<file path="src/rtl/acc_pkg.sv">
// Shared types and defaults for the product accumulator.
// The saturation option (PRODUCT_ACCUMULATOR_SATURATE_EN) is selected in the top module.
package acc_pkg;

  typedef enum logic {
    ACCUM = 1'b0,
    HOLD  = 1'b1
  } state_e;

  localparam int DEF_PROD_W = 6;
  localparam int DEF_ACC_W  = 12;
  localparam int DEF_COUNT  = 4;

  // Counter must hold 0..COUNT inclusive.
  function automatic int cnt_width(input int count);
    return (count < 1) ? 1 : $clog2(count + 1);
  endfunction

endpackage

</file>
<file path="src/rtl/acc_adder.sv">
// Combinational W-bit adder with carry out; optionally clamps the sum to all-ones on carry.
// Purely combinational, no backpressure.
module acc_adder
  import acc_pkg::*;
#(
  parameter int W        = DEF_ACC_W,
  parameter bit SATURATE = 1'b0
) (
  input  logic [W-1:0] a,
  input  logic [W-1:0] b,
  output logic [W-1:0] sum,
  output logic         carry
);

  logic [W:0] raw;

  always_comb begin
    raw   = {1'b0, a} + {1'b0, b};
    carry = raw[W];
    sum   = (SATURATE && raw[W]) ? {W{1'b1}} : raw[W-1:0];
  end

endmodule

</file>
<file path="src/rtl/product_accumulator.sv">
// Sums COUNT multiplier products per frame and offers the total on a valid/ready port.
// Define PRODUCT_ACCUMULATOR_SATURATE_EN to clamp the accumulator instead of wrapping.
module product_accumulator
  import acc_pkg::*;
#(
  parameter int PROD_W = DEF_PROD_W,
  parameter int ACC_W  = DEF_ACC_W,
  parameter int COUNT  = DEF_COUNT
) (
  input  logic              clk,
  input  logic              rst_n,
  input  logic              in_valid,
  output logic              in_ready,
  input  logic [PROD_W-1:0] in_prod,
  input  logic              clear,
  output logic              out_valid,
  input  logic              out_ready,
  output logic [ACC_W-1:0]  out_sum,
  output logic              out_ovf
);

  localparam int CNT_W = cnt_width(COUNT);

`ifdef PRODUCT_ACCUMULATOR_SATURATE_EN
  localparam bit SAT = 1'b1;
`else
  localparam bit SAT = 1'b0;
`endif

  state_e             state_q, state_d;
  logic [ACC_W-1:0]   acc_q, acc_d;
  logic [ACC_W-1:0]   out_sum_q, out_sum_d;
  logic [CNT_W-1:0]   cnt_q, cnt_d;
  logic               out_ovf_q, out_ovf_d;
  logic               out_valid_q, out_valid_d;
  logic               in_ready_q, in_ready_d;

  logic [ACC_W-1:0]   add_sum;
  logic               add_carry;
  logic               last_prod;

  acc_adder #(
    .W        (ACC_W),
    .SATURATE (SAT)
  ) u_adder (
    .a     (acc_q),
    .b     (ACC_W'(in_prod)),
    .sum   (add_sum),
    .carry (add_carry)
  );

  assign last_prod = (cnt_q == CNT_W'(COUNT - 1));

  always_comb begin
    state_d     = state_q;
    acc_d       = acc_q;
    cnt_d       = cnt_q;
    out_sum_d   = out_sum_q;
    out_ovf_d   = out_ovf_q;
    out_valid_d = out_valid_q;
    in_ready_d  = in_ready_q;

    if (clear) begin
      // Abort wins over both handshakes; a product offered now is dropped.
      state_d     = ACCUM;
      acc_d       = '0;
      cnt_d       = '0;
      out_ovf_d   = 1'b0;
      out_valid_d = 1'b0;
      in_ready_d  = 1'b1;
    end else if (state_q == ACCUM) begin
      if (in_valid) begin
        acc_d     = add_sum;
        cnt_d     = cnt_q + 1'b1;
        out_ovf_d = out_ovf_q | add_carry;
        if (last_prod) begin
          state_d     = HOLD;
          out_sum_d   = add_sum;
          out_valid_d = 1'b1;
          in_ready_d  = 1'b0;
        end
      end
    end else begin
      if (out_ready) begin
        state_d     = ACCUM;
        acc_d       = '0;
        cnt_d       = '0;
        out_ovf_d   = 1'b0;
        out_valid_d = 1'b0;
        in_ready_d  = 1'b1;
      end
    end
  end

  always_ff @(posedge clk or negedge rst_n) begin
    if (!rst_n) begin
      state_q     <= ACCUM;
      acc_q       <= '0;
      cnt_q       <= '0;
      out_sum_q   <= '0;
      out_ovf_q   <= 1'b0;
      out_valid_q <= 1'b0;
      in_ready_q  <= 1'b1;
    end else begin
      state_q     <= state_d;
      acc_q       <= acc_d;
      cnt_q       <= cnt_d;
      out_sum_q   <= out_sum_d;
      out_ovf_q   <= out_ovf_d;
      out_valid_q <= out_valid_d;
      in_ready_q  <= in_ready_d;
    end
  end

  assign in_ready  = in_ready_q;
  assign out_valid = out_valid_q;
  assign out_sum   = out_sum_q;
  assign out_ovf   = out_ovf_q;

endmodule

</file>
<file path="config.mk">
export PLATFORM = sky130hd
export DESIGN_NAME = product_accumulator
export DESIGN_NICKNAME = d
export VERILOG_FILES = /design/src/rtl/acc_pkg.sv /design/src/rtl/acc_adder.sv /design/src/rtl/product_accumulator.sv
export SDC_FILE = /design/constraint.sdc
export NUM_CORES = 1
export LEC_CHECK = 0
export CAP_MARGIN = 20
export CORE_ASPECT_RATIO = 1.75
export CORE_MARGIN = 1.5
export CORE_UTILIZATION = 45
export DETAILED_ROUTE_END_ITERATION = 10
export HOLD_SLACK_MARGIN = 0.05
export PLACE_DENSITY_LB_ADDON = 0.15
export SYNTH_ARGS = -nofsm -noshare
export SYNTH_HDL_FRONTEND = slang
export SYNTH_SLANG_ARGS = --single-unit
</file>
<file path="constraint.sdc">
create_clock -name clk -period 2.3 [get_ports clk]
set_input_delay 0.23 -clock clk [delete_from_list [all_inputs] [get_ports clk]]
set_output_delay 0.23 -clock clk [all_outputs]
set_load 0.05 [all_outputs]
</file>
Word-level counts from Yosys, hierarchy flattened
Index checks and enable logic that the tools add are counted.
- flip-flop bits (word level): 31
- latch bits: 0
- memory bits (writable): 0
- ROM bits: 0
- input bits: 11
- output and inout port bits: 15
- word-level logic and storage cells: 45
- memories: 0
- $add $sub $neg: 2
- multiply operators: 0
- div/mod/pow operators: 0
- $lt $le $gt $ge: 0
- eq/ne operators: 2
- shift operators: 0
- multiplexer cells: 26
- bitwise gates (word level): 3
- reduce and logical (&&, ||, !) cells: 5
- operator list (operator ; number):
    $mux 12 ; 4
    $mux 1 ; 18
    $add 12x6->13 ; 1
    $mux 3 ; 4
    $reduce_bool 3->1 ; 2
    $reduce_and 4->1 ; 1
    $add 3x1->3 const B ; 1
    $eq 3x2->1 const B ; 1
    $ne 3x3->1 const B ; 1
    $reduce_and 3->1 ; 1
    $not 1->1 ; 2
    $reduce_and 2->1 ; 1
    $or 1x1->1 ; 1

Longest topological paths before layout
- depth in word-level cells: 5
- gate-level depth with buffers: 8
- gate-level depth less buffers: 8

By module
Synthesis repeated with hierarchy kept, for this count alone.
- cell total of the unflattened synthesis: 185
- area total of the unflattened synthesis: 2075.7 µm²
- by module, submodules not included (module ; instances ; cells each ; area each (µm²) ; seq. area each (µm²)):
    product_accumulator ; 1 ; 103 ; 1447.6 ; 777.0
    acc_adder ; 1 ; 82 ; 628.1 ; 0.0

Least setup slack after synthesis
OpenSTA, ideal clock, no wires.
- path type: register -> register
- start: reg acc_q[0]
- end: reg out_ovf_q (netlist: out_ovf)
- setup time: 0.122 ns
- data arrival time: 1.761 ns
- required time: 2.178 ns
- slack: 0.417 ns
- cell stages (with the launch flop): 9
- buffers on the path: 0
- clock period less this slack: 1.883 ns
- path through: dfrtp_1 ha_1 inv_1 fa_1 nor2b_4 o31a_4 o311a_4 a41oi_1 nor2_1
- longest elaborated chain between the ends: 5
- ends and longest elaborated chain (element ; RTL line ; source):
    start: declaration ; product_accumulator.sv:31 ; logic [ACC_W-1:0] acc_q, acc_d;
    start signal: assignment ; product_accumulator.sv:98 ; acc_q <= '0;
    start signal: assignment ; product_accumulator.sv:106 ; acc_q <= acc_d;
    $add 12x6->13 ; acc_adder.sv:18 ; raw = {1'b0, a} + {1'b0, b};
    $or 1x1->1 ; product_accumulator.sv:75 ; out_ovf_d = out_ovf_q | add_carry;
    $mux 1 ; product_accumulator.sv:72 ; if (in_valid) begin
    $mux 1 ; product_accumulator.sv:71 ; end else if (state_q == ACCUM) begin
    $mux 1 ; product_accumulator.sv:63 ; if (clear) begin
    end signal: assignment ; product_accumulator.sv:109 ; out_ovf_q <= out_ovf_d;
    end: declaration ; product_accumulator.sv:34 ; logic out_ovf_q, out_ovf_d;
Every way passes these cells. The select of a mux whose other input is x is not followed.
A chain may end at the register's enable or synchronous reset.

Final worst setup path
- start: reg acc_q[0]
- end: reg acc_q[10]
- longest elaborated chain between the ends: 4
- ends and longest elaborated chain (element ; RTL line):
    $add 12x6->13 ; acc_adder.sv:18
    $mux 12 ; product_accumulator.sv:72
    $mux 12 ; product_accumulator.sv:71
    $mux 12 ; product_accumulator.sv:63
Every way passes these cells. The select of a mux whose other input is x is not followed.

==> results by group <==
GRT
  • Total track usage: 0.211
  • Grt total ovfl: 0
  • Largest net degree at the start of global routing: 32
  • Vias in the first global route: 1409
  • Initial antenna violation count: 0
  • First-pass GRT wire length: 6640 µm

Setup path
  • CP max-delay cell: dfrtp_1
  • Crit path depth: 8
  • Critical Path Fanout Max: 5
  • Worst reg2reg path depth: 8
  • Worst Setup SP: acc_q[0]
  • Worst Path Required: 2.50 ns
  • CP endpoint kind: register
  • CP arrival: 2.23 ns
  • Crit path capture: acc_q[10]
  • R2R setup slack: 0.27 ns
  • Worst r2r src: acc_q[0]
  • Critical path type: register to register
  • Startpoint types: register
  • CP Cell Sequence: ha_1 -> inv_1 -> fa_1 -> nor2b_4 -> o31a_4 -> o311a_4 -> nand2b_4 -> a31oi_1
  • Crit-path leading delay family: compound AO/OA/AOI/OAI gates
  • R2R Path End: acc_q[10]
  • CP peak stage delay: 0.39 ns
  • Critical path buffers and inverters: 1

Clock tree
  • Clk buf depth: 2
  • TritonCTS clock tree: built
  • Clock tree root buffer cell: clkbuf_8
  • Total CTS buffers: 5
  • Gates resized, CTS repair: 0
  • H-tree levels: 2
  • Insertion delay to the later sink of the worst-skew pair: 0.28 ns
  • Clock sinks: 31
  • Hold buffer count at CTS: 0
  • Clk slew on worst S/H paths: 0.06 ns
  • Setup Buffers After CTS: 0

Layout
  • Fin cells: 237
  • Most common cell after layout, fill and taps aside: dfrtp_1
  • Synth-to-layout area growth: 23.4%
  • FILL cells: 343
  • Ant. Diodes: 0
  • Fraction of layout cells with a size suffix above 1: 0.0885
  • Final #Nets: 211
  • Most frequent cells in the layout: 30 x dfrtp_1, 25 x clkdlybuf4s50_1, 23 x nand2_1
  • Area occupied by multi-input gates: 826 µm²
  • FF+latch area: 777 µm²

STA
  • Final min period: 2.03 ns
  • RSZ-0062 raised after global routing: false
  • Slew @ Worst Pin: 0.625 ns
  • Final Cycle Share: 0.882
  • Slew Limit Fails: 0
  • Worst slew margin: 0.584
  • Skew final: 0.00510 ns
  • FMAX: 493 MHz
  • Setup Viol. Count Final: 0
  • Final Hold Viols: 0

Yosys
  • Post-Syn Nets: 181
  • YS warnings: 0
  • Syn Inst Count: 161
  • Top cell type's share of synthesized area: 0.455
  • Distinct cell type count after synthesis: 43
  • Mux share of post-synthesis cell area: 0.0129
  • Post-synthesis adder-cell area fraction: 0.0728
  • Synthesized area: 0.00165 mm²
  • Average size of a mapped cell: 10.2 µm²
  • Number of synthesized register bits: 31
  • Main combinational cell family by area after synthesis: compound AO/OA/AOI/OAI gates
  • Synth Area in Simple Gates: 0.147
  • Synth Area in Compound Gates: 0.225
  • Cell type with the largest total area after synthesis: dfrtp_1
  • Top FF cell, synth: dfrtp_1
  • Ranking of synthesized cells by area: dfrtp_1 46%, ha_1 6.1%, nand2_1 5.2%
  • Sequential fraction of the synthesis area: 0.471
  • Number of synthesized flops with an enable pin: 0
  • Async set-reset flop share out of synthesis: 1.00
  • Xor/xnor cell area share of the yosys netlist: 0.0425

Floorplanning
  • Die Area: 0.00405 mm²
  • Overall die width: 48.8 µm
  • Core Region: 0.00343 mm²
  • I/O pin cnt: 26
  • Die height: 83.1 µm
  • Row cnt: 28
  • Starting Density: 0.480

Routing
  • Drt total wl: 3630 µm
  • DRC: 0
  • DRT Pass-1 Iters: 4
  • Routed len/inst: 15.3 µm
  • DR iter-0 viols: 25
  • DR vias: 1307
  • Vias per cell: 5.51
  • Antenna viol nets, final: 0

Power
  • Max VDD drop: 0.492 mV
  • Static leakage: 0.879 nW
  • Power per cell area: 691 mW/mm²
  • Power Total: 1.41 mW

Status
  • Status: completed

Place
  • PortBufs: 25
  • HPWL after DPL: 2700 µm
  • Dpl cells: 229
  • Gpl congestion: 0.818

Min path
  • Worst Hold Class: input port to async pin

Job
  • Count of max-cap constraint violations: 0
## stage by stage
stage	cell area, µm²	util	TNS (ns)	worst slack (ns)	hold slack [ns]
after CTS	2030	0.593	0	0.263	0.370
after floorplan	1650	-	0	0.417	-0.0656
after global routing	2030	0.593	0	0.127	0.396
final	2030	0.593	0	0.272	0.355
after detailed placement	1950	0.569	-0.0243	-0.0152	0.472
after global placement	1950	0.569	0	0.0513	0.461
## flip-flops by register name, indices dropped and copies added, names as in the netlist
name and flops:
state_q 1, out_ovf 1, in_ready 1, acc_q 12
cnt_q 3, out_valid 1, out_sum 12
## synthesized netlist by cell type (all sizes together) (2+ instances only)
master / number
nand2b: 4
o22ai: 2
and2: 2
xnor2: 5
buf: 5
nor2: 6
nor2b: 2
a31oi: 4
ha: 8
o21ai: 15
a21oi: 10
nand3: 2
inv: 6
a22o: 5
dfrtp: 30
o21a: 3
xor2: 3
a41oi: 2
nand2: 23
o21bai: 2
nor3: 4
or3: 3
## kinds of logic (layout without fill, tap and decap cells)
kind of cell,after synthesis,count (layout)
AO/OA/AOI/OAI,52,52
AND/OR/NAND/NOR,48,48
flip-flops,31,31
buffers and inverters,11,42
adder cells (fa/ha/maj),9,9
XOR/XNOR,8,8
multiplexers,2,2
## worst min path at each step
stage | from | end | slack (ns) | cells after the start
floorplan | rst_n | acc_q[0] | -0.07 | 0
global placement | out_sum[4] | out_sum[4] | 0.46 | 2
detailed placement | out_sum[3] | out_sum[3] | 0.47 | 2
CTS | rst_n | out_sum[0] | 0.37 | 2
global route | rst_n | acc_q[0] | 0.40 | 2
finish | rst_n | acc_q[0] | 0.36 | 2
## layer usage
layer  share of wire  wire [µm]  track usage
met1            0.40       1450        0.237
met2            0.54       1970        0.366
met3           0.037        135       0.0414
met4           0.020         74        0.117
met5               0          0            0
## report_power, final
part           internal, mW  total [mW]  switching, mW  leakage, nW
Combinational         0.145       0.378          0.233        0.419
Sequential            0.592       0.623         0.0313        0.421
Clock                 0.214       0.405          0.190       0.0395
## final cells by class
type,count,area share
multi-input combinational,119,0.406
sequential,31,0.382
timing repair buffer,28,0.134
clock buffer,8,0.0394
tap,45,0.0277
inverter,6,0.0111
Power figures use the tool's default switching activity.
